$ cat src/rtl/reg_wb_pkg.sv
// reg_wb_pkg: shared widths, entry type and constants for the register writeback controller
package reg_wb_pkg;
  localparam int REG_ADDR_W = 5;
  localparam int REG_DATA_W = 32;
  localparam logic [REG_ADDR_W-1:0] REG_ZERO = 5'd0;
  typedef struct packed {
    logic [REG_ADDR_W-1:0] addr;
    logic [REG_DATA_W-1:0] data;
  } wb_entry_t;
endpackage

$ cat src/rtl/reg_wb_fifo.sv
// reg_wb_fifo: DEPTH-entry circular buffer of writeback entries, contents exposed for bypass search
module reg_wb_fifo import reg_wb_pkg::*; #(
  parameter int DEPTH = 4,
  localparam int PTR_W = $clog2(DEPTH),
  localparam int CNT_W = $clog2(DEPTH + 1)
) (
  input logic Clk,
  input logic Reset_n,
  input logic Push,
  input wb_entry_t PushEntry,
  input logic Pop,
  output wb_entry_t HeadEntry,
  output logic [CNT_W-1:0] Count,
  output logic [PTR_W-1:0] RdPtr,
  output wb_entry_t [DEPTH-1:0] Entries
);
  logic [PTR_W-1:0] wrPtr;
  assign HeadEntry = Entries[RdPtr];
  always_ff @(posedge Clk)
    if (Push) Entries[wrPtr] <= PushEntry;
  always_ff @(posedge Clk or negedge Reset_n)
    if (!Reset_n) begin
      wrPtr <= '0;
      RdPtr <= '0;
      Count <= '0;
    end else begin
      if (Push) wrPtr <= wrPtr + PTR_W'(1);
      if (Pop) RdPtr <= RdPtr + PTR_W'(1);
      Count <= Count + CNT_W'(Push) - CNT_W'(Pop);
    end
endmodule

$ cat src/rtl/reg_writeback_ctrl.sv
// reg_writeback_ctrl: queued write port for the MIPS register file with read bypass
// Bypass search is built only when REG_WB_BYPASS_EN is defined; otherwise bypass outputs are 0.
module reg_writeback_ctrl import reg_wb_pkg::*; #(
  parameter int DEPTH = 4,
  localparam int PTR_W = $clog2(DEPTH),
  localparam int CNT_W = $clog2(DEPTH + 1)
) (
  input logic Clk,
  input logic Reset_n,
  input logic WbValid,
  output logic WbReady,
  input logic [REG_ADDR_W-1:0] WbRegister,
  input logic [REG_DATA_W-1:0] WbData,
  input logic RfHold,
  output logic RegWrite,
  output logic [REG_ADDR_W-1:0] WriteRegister,
  output logic [REG_DATA_W-1:0] WriteData,
  input logic [REG_ADDR_W-1:0] ReadRegister1,
  input logic [REG_ADDR_W-1:0] ReadRegister2,
  output logic BypassHit1,
  output logic BypassHit2,
  output logic [REG_DATA_W-1:0] BypassData1,
  output logic [REG_DATA_W-1:0] BypassData2,
  output logic [CNT_W-1:0] Pending
);
  logic push, pop;
  wb_entry_t head;
  logic [PTR_W-1:0] rdPtr;
  wb_entry_t [DEPTH-1:0] entries;
  assign WbReady = Pending != CNT_W'(DEPTH);
  // $zero writes complete the handshake but are never queued
  assign push = WbValid && WbReady && WbRegister != REG_ZERO;
  assign pop = !RfHold && Pending != '0;
  reg_wb_fifo #(.DEPTH(DEPTH)) fifo (
    .Clk(Clk),
    .Reset_n(Reset_n),
    .Push(push),
    .PushEntry({WbRegister, WbData}),
    .Pop(pop),
    .HeadEntry(head),
    .Count(Pending),
    .RdPtr(rdPtr),
    .Entries(entries)
  );
  always_ff @(posedge Clk or negedge Reset_n)
    if (!Reset_n) begin
      RegWrite <= 1'b0;
      WriteRegister <= '0;
      WriteData <= '0;
    end else begin
      RegWrite <= pop;
      if (pop) {WriteRegister, WriteData} <= head;
    end
`ifdef REG_WB_BYPASS_EN
  // Oldest to newest: output stage, then queue head to tail; later matches override
  function automatic logic [REG_DATA_W:0] search(input logic [REG_ADDR_W-1:0] a);
    logic [REG_DATA_W:0] r;
    logic [PTR_W-1:0] idx;
    r = RegWrite && WriteRegister == a ? {1'b1, WriteData} : '0;
    for (int i = 0; i < DEPTH; i++) begin
      idx = rdPtr + PTR_W'(i);
      if (CNT_W'(i) < Pending && entries[idx].addr == a) r = {1'b1, entries[idx].data};
    end
    return a == REG_ZERO ? '0 : r;
  endfunction
  always_comb {BypassHit1, BypassData1} = search(ReadRegister1);
  always_comb {BypassHit2, BypassData2} = search(ReadRegister2);
`else
  logic unusedBypass;
  assign unusedBypass = ^{ReadRegister1, ReadRegister2, entries, rdPtr};
  assign {BypassHit1, BypassData1} = '0;
  assign {BypassHit2, BypassData2} = '0;
`endif
endmodule

$ cat config.mk
export PLATFORM = sky130hd
export DESIGN_NAME = reg_writeback_ctrl
export DESIGN_NICKNAME = d
export VERILOG_FILES = /design/src/rtl/reg_wb_pkg.sv /design/src/rtl/reg_wb_fifo.sv /design/src/rtl/reg_writeback_ctrl.sv
export SDC_FILE = /design/constraint.sdc
export NUM_CORES = 1
export LEC_CHECK = 0
export BUFFER_PORTS_ARGS = -buffer_cell sky130_fd_sc_hd__buf_2
export CAP_MARGIN = 20
export CORE_ASPECT_RATIO = 1.25
export CORE_MARGIN = 2
export CORE_UTILIZATION = 40
export DETAILED_ROUTE_END_ITERATION = 7
export PLACE_DENSITY_LB_ADDON = 0.12
export SLEW_MARGIN = 25
export SYNTH_ARGS = -nofsm -noshare
export SYNTH_HDL_FRONTEND = slang
export SYNTH_SLANG_ARGS = --single-unit
$ cat constraint.sdc
create_clock -name Clk -period 3.2 [get_ports Clk]
set_clock_uncertainty 0.15 [all_clocks]
set_input_delay 0.16 -clock Clk [delete_from_list [all_inputs] [get_ports Clk]]
set_output_delay 0.16 -clock Clk [all_outputs]
set_load 0.05 [all_outputs]
# After elaboration in Yosys (flattened, before gate mapping)
# Cells that the tools add are included.
# classes
addsub	4
order_cmp	3
n_eq_ne	1
mux	5
reduce_logical	7
# ops
operator	count
$bwmux 148	1
$bmux 37 s2	1
$demux 37 s2	1
$mux 37	2
$lt 2x3->1 const B	2
$reduce_bool 5->1	1
$add 2x1->2 const B	2
$logic_and 1x1->1	4
$add 3x1->3	1
$ne 3x3->1 const B	1
$reduce_bool 3->1	1
$sub 3x1->3	1
$ge 2x1->1 const B	1
$logic_not 1->1	1
# totals
register_bits	193
inputBits	51
output_inout_bits	108
word_cells	34

# Longest topological paths before layout
# logic_depth
ltp_word	5
mapped_depth	9
ltp_nobuf	8

# Cells and area by module
# A second synthesis with hierarchy kept.
# hier_totals
cells_unflattened	510
area_unflattened_um2	8391.8
# modules_own_cells
module	instances	cells_per_inst	area_per_inst_um2	seq_area_each_um2
reg_wb_fifo	1	225	5708.0	4619.4
reg_writeback_ctrl	1	285	2683.8	950.9

# Least setup slack after synthesis
# OpenSTA, ideal clock, no wires.
# synth_timing
path_type	flip-flop to flip-flop
start	reg fifo.Count[1]
end	reg fifo.Entries[0] (netlist bit), enable pin
setup_ns	0.398
arrival_ns	2.255
t_required_ns	2.652
setup_slack_ns	0.397
path_stages_with_launch	4
n_path_buf	0
synth_period_minus_slack_ns	2.803
cell_sequence	dfrtp_1 or3b_2 o211a_4 and2_1
# synth_via
elab_chain_len	3
# synth_rtl
item	line	text
from (decl)	reg_wb_fifo.sv:13	output logic [CNT_W-1:0] Count,
from (signal assigned)	reg_wb_fifo.sv:29	Count <= Count + CNT_W'(Push) - CNT_W'(Pop);
$ne 3x3->1	reg_writeback_ctrl.sv:30	assign WbReady = Pending != CNT_W'(DEPTH);
via WbReady	reg_writeback_ctrl.sv:11	output logic WbReady,
$logic_and 1x1->1 (2 in series)	reg_writeback_ctrl.sv:32	assign push = WbValid && WbReady && WbRegister != REG_ZERO;
to (signal, indexed assignment)	reg_wb_fifo.sv:20	if (Push) Entries[wrPtr] <= PushEntry;
to (decl)	reg_wb_fifo.sv:15	output wb_entry_t [DEPTH-1:0] Entries
# The timed path passes the listed nets, and every way through them passes these cells.
# A chain may end at the register's enable or synchronous reset.

# Worst setup path in the final report
# layout_timing
start	in WbRegister[0]
end	reg fifo.Count[1]
# layout_via
elab_chain_len	4
# layout_rtl
item	line	text
from (decl)	reg_writeback_ctrl.sv:12	input logic [REG_ADDR_W-1:0] WbRegister,
$reduce_bool 5->1	reg_writeback_ctrl.sv:32	
$logic_and 1x1->1	reg_writeback_ctrl.sv:32	
$add 3x1->3	reg_wb_fifo.sv:29	
$sub 3x1->3	reg_wb_fifo.sv:29	
# Every way passes these cells.

==> results.rst <==
.. list-table::
   :header-rows: 1

   * - Metric
     - Value
   * - Result of the run
     - finished clean
   * - Fraction of the yosys area taken by sequential cells
     - 72.86%
   * - Leading cell types in the layout, fill and taps excluded
     - sky130_fd_sc_hd__edfxtp_1, sky130_fd_sc_hd__buf_2, sky130_fd_sc_hd__conb_1
   * - Max frequency
     - 410.7 MHz
   * - Synthesized flop and latch total
     - 193
   * - Per-cell routed wire length
     - 17.66 um
   * - Endpoint class of the critical path
     - flop
   * - Slew of the pin with the lowest slew margin
     - 0.8915 ns
   * - Total gr overflow
     - 0
   * - Required time worst endpoint
     - 3.34 ns
   * - Count of final hold-check violations
     - 0
   * - Count of final max-slew check failures
     - 0
   * - Ports
     - 159
   * - Via density per instance
     - 4.731
   * - Crit path time final
     - 2.435 ns
   * - Post-synthesis to final-layout area growth
     - 19.17%
   * - Leading cell type in the layout, fill and taps excluded
     - sky130_fd_sc_hd__edfxtp_1
   * - Worst stage delay on the critical path
     - 0.53 ns
   * - Worst Hold Slack
     - 0.2497 ns
   * - Max-cap viol count
     - 0
   * - Average cell area after synthesis
     - 20.39 um2
   * - First-pass GRT wire length
     - 20830 um
   * - Maximum number of pins on one net before global-route repair
     - 40
   * - CTS Buf Count
     - 17
   * - Critical Path Source Type
     - input port
   * - Worst r2r src
     - fifo.Count[1]
   * - HPWL after detailed placement
     - 7688 um
   * - Critical path cell sequence
     - dlygate4sd3_1 -> buf_2 -> or4_1 -> o211a_4 -> inv_1 -> ha_1 -> inv_1 -> ha_1 -> fa_1
   * - Longest Clk Path Bufs
     - 2
   * - Setup repair after global routing missed its margin
     - no
   * - Power density cells
     - 986.4 nW/um2
   * - Detailed router's first-iteration violation count
     - 121
   * - Root Buffer Master
     - sky130_fd_sc_hd__clkbuf_16
   * - Kind of cell adding the most delay to the critical path
     - buffers and inverters
   * - H-tree depth
     - 4
   * - Post-place setup slack
     - 0.8651 ns
   * - Area of the die
     - 20240 um2
   * - Antenna violations before repair
     - 1
   * - Post-CTS sizing
     - 0
   * - Number of cell rows
     - 56
   * - Worst slew margin relative to its limit
     - 40.57%
   * - Crit path DAT
     - 2.57 ns
   * - Insertion delay of the later-clocked pin in the worst-skew pair
     - 0.42 ns
   * - Vert. Die Dim
     - 158.6 um
   * - Number of instances in the synthesized netlist
     - 375
   * - Register cell area after layout
     - 5575 um2
   * - Post-synthesis instance area
     - 7645 um2
   * - Number of unique standard cell types used by synthesis
     - 22
   * - Area of the multi-input gates
     - 1739 um2
   * - Final antenna-violating net count
     - 0
   * - Post-synthesis xor/xnor area fraction
     - 0.5728%
   * - Residual DRC
     - 0
   * - CTS tree
     - yes
   * - Largest cells by area after synthesis
     - sky130_fd_sc_hd__edfxtp_1, sky130_fd_sc_hd__dfrtp_1, sky130_fd_sc_hd__mux4_2
   * - Vias in the first global route
     - 3657
   * - Buffers and inverters on the worst path
     - 4
   * - Cell type with the highest aggregate area in the netlist
     - sky130_fd_sc_hd__edfxtp_1
   * - Static Leak
     - 3.434 nW
   * - Final period util
     - 76.10%
   * - Via total after detailed routing
     - 3581
   * - Final weighted congestion in routability-driven placement
     - 0.6656
   * - Finished Layout Cells
     - 757
   * - # clock sinks
     - 193
   * - Post-Synth Adder-Cell Area
     - 1.244%
   * - Proportion of layout cells with a drive suffix above 1
     - 37.98%
   * - IR Drop Worst-Case VDD
     - 0.6440 mV
   * - Yosys warning count
     - 0
   * - Portion of netlist area occupied by mux cells
     - 16.55%
   * - Fill count
     - 1579
   * - Instance count after placement with tap cells included
     - 684
   * - Total global-route track usage
     - 14.28%
   * - Crit path launch
     - WbRegister[0]
   * - Top-area cell type share of the netlist area
     - 58.13%
   * - Critical-path cell with the highest stage delay
     - sky130_fd_sc_hd__dlygate4sd3_1
   * - Maximum net fanout on the critical path
     - 7
   * - Core ar.
     - 18780 um2
   * - Compound-gate portion of the synthesized area
     - 0.2291%
   * - PnR worst setup slack
     - 0.7648 ns
   * - Initial Util
     - 40.71%
   * - Final Instance Area
     - 9110 um2
   * - Drt pass-1 iters
     - 4
   * - Synthesized-area fraction occupied by and/or/nand/nor cells
     - 0.7529%
   * - Worst min-delay path category
     - input port to asynchronous set/reset pin
   * - Wire length after detailed routing
     - 13370 um
   * - Utilization after layout
     - 48.51%
   * - Final setup violating endpoints
     - 0
   * - Clock transition time at the flip-flop clock pins of the worst setup and hold paths
     - 0.06 ns
   * - Summed negative setup slack over all endpoints
     - 0 ns
   * - Placement-stage cell area
     - 8123 um2
   * - Number of nets in the final layout
     - 569
   * - Combinational family with the most area after synthesis
     - multiplexers
   * - Number of port buffers
     - 82
   * - Final Power
     - 8.986 mW
   * - Width of the die
     - 127.7 um
   * - Category of the most critical setup path
     - input port to flop
==> repair_timing <==
| action | in CTS | in global routing |
|---|---|---|
| endpoints found under the setup margin | 0 | 0 |
| hold endpoints to repair | 180 | 0 |
| hold buffers | 40 | 0 |
| setup buffers | 0 | 0 |
==> kinds of logic (layout without fill, tap and decap cells) <==
family | after synthesis | in the layout
AO/OA/AOI/OAI | 1 | 1
XOR/XNOR | 5 | 5
adder cells (fa/ha/maj) | 7 | 7
buffers and inverters | 84 | 168
flip-flops | 193 | 193
multiplexers | 75 | 75
other | 1 | 67
AND/OR/NAND/NOR | 9 | 9
==> worst paths after layout <==
check | to | slack [ns] | cells after the start
min | WriteData[30] | 0.25 | 2
min reg2reg | WriteData[9] | 0.35 | 1
max | fifo.Count[1] | 0.76 | 9
max in group asynchronous | WriteData[24] | 1.86 | 3
max reg2reg | fifo.Count[1] | 0.89 | 7
min in group Clk | fifo.Entries[104] | 0.34 | 2
==> per-layer routing <==
metal / track usage (%) / part of all wire [%]
met5: 0 / 0
met4: 6.122 / 1.8
met3: 3.192 / 4.5
met2: 24.45 / 52
met1: 17.55 / 41
==> state kept, by name, summed over array words and instances, names as in the netlist <==
register and count:
fifo.wrPtr 2, fifo.Count 3, fifo.Entries 148, fifo.RdPtr 2
WriteData 32, RegWrite 1, WriteRegister 5
==> area by class of cell <==
cell class | count | share of cell area [%]
well taps | 232 | 3.186
clock inverters | 6 | 1.154
repair buffers | 130 | 9.834
multi-input cells | 163 | 19.09
clock buffers | 26 | 5.260
diodes | 1 | 0.02747
flip-flops and latches | 193 | 61.20
inverters | 6 | 0.2472
==> report_power, final <==
part	leakage, nW	total, mW	switching [mW]	internal [mW]
Clock	0.286	2.10	0.831	1.27
Sequential	1.88	3.77	0.353	3.42
Combinational	1.27	3.11	1.97	1.14
==> synthesized netlist by cell type, drive strengths merged <==
library cell / number
dfrtp: 45
o211a: 1
nor2: 1
mux4: 37
nor3: 1
fa: 1
and2: 4
xnor2: 2
conb: 1
or3b: 1
nor3b: 1
clkbuf: 1
mux2: 38
xor2: 3
inv: 6
edfxtp: 148
or4: 1
ha: 6
buf: 77
==> worst reg2reg max path, delay by kind of cell, from the launching register on <==
kind | cells | cell delay, ns
AND/OR/NAND/NOR | 1 | 0.49
AO/OA/AOI/OAI | 1 | 0.19
flip-flops | 1 | 0.43
adder cells (fa/ha/maj) | 3 | 0.80
buffers and inverters | 2 | 0.13
Note: power is estimated with default switching activity, not from simulation.
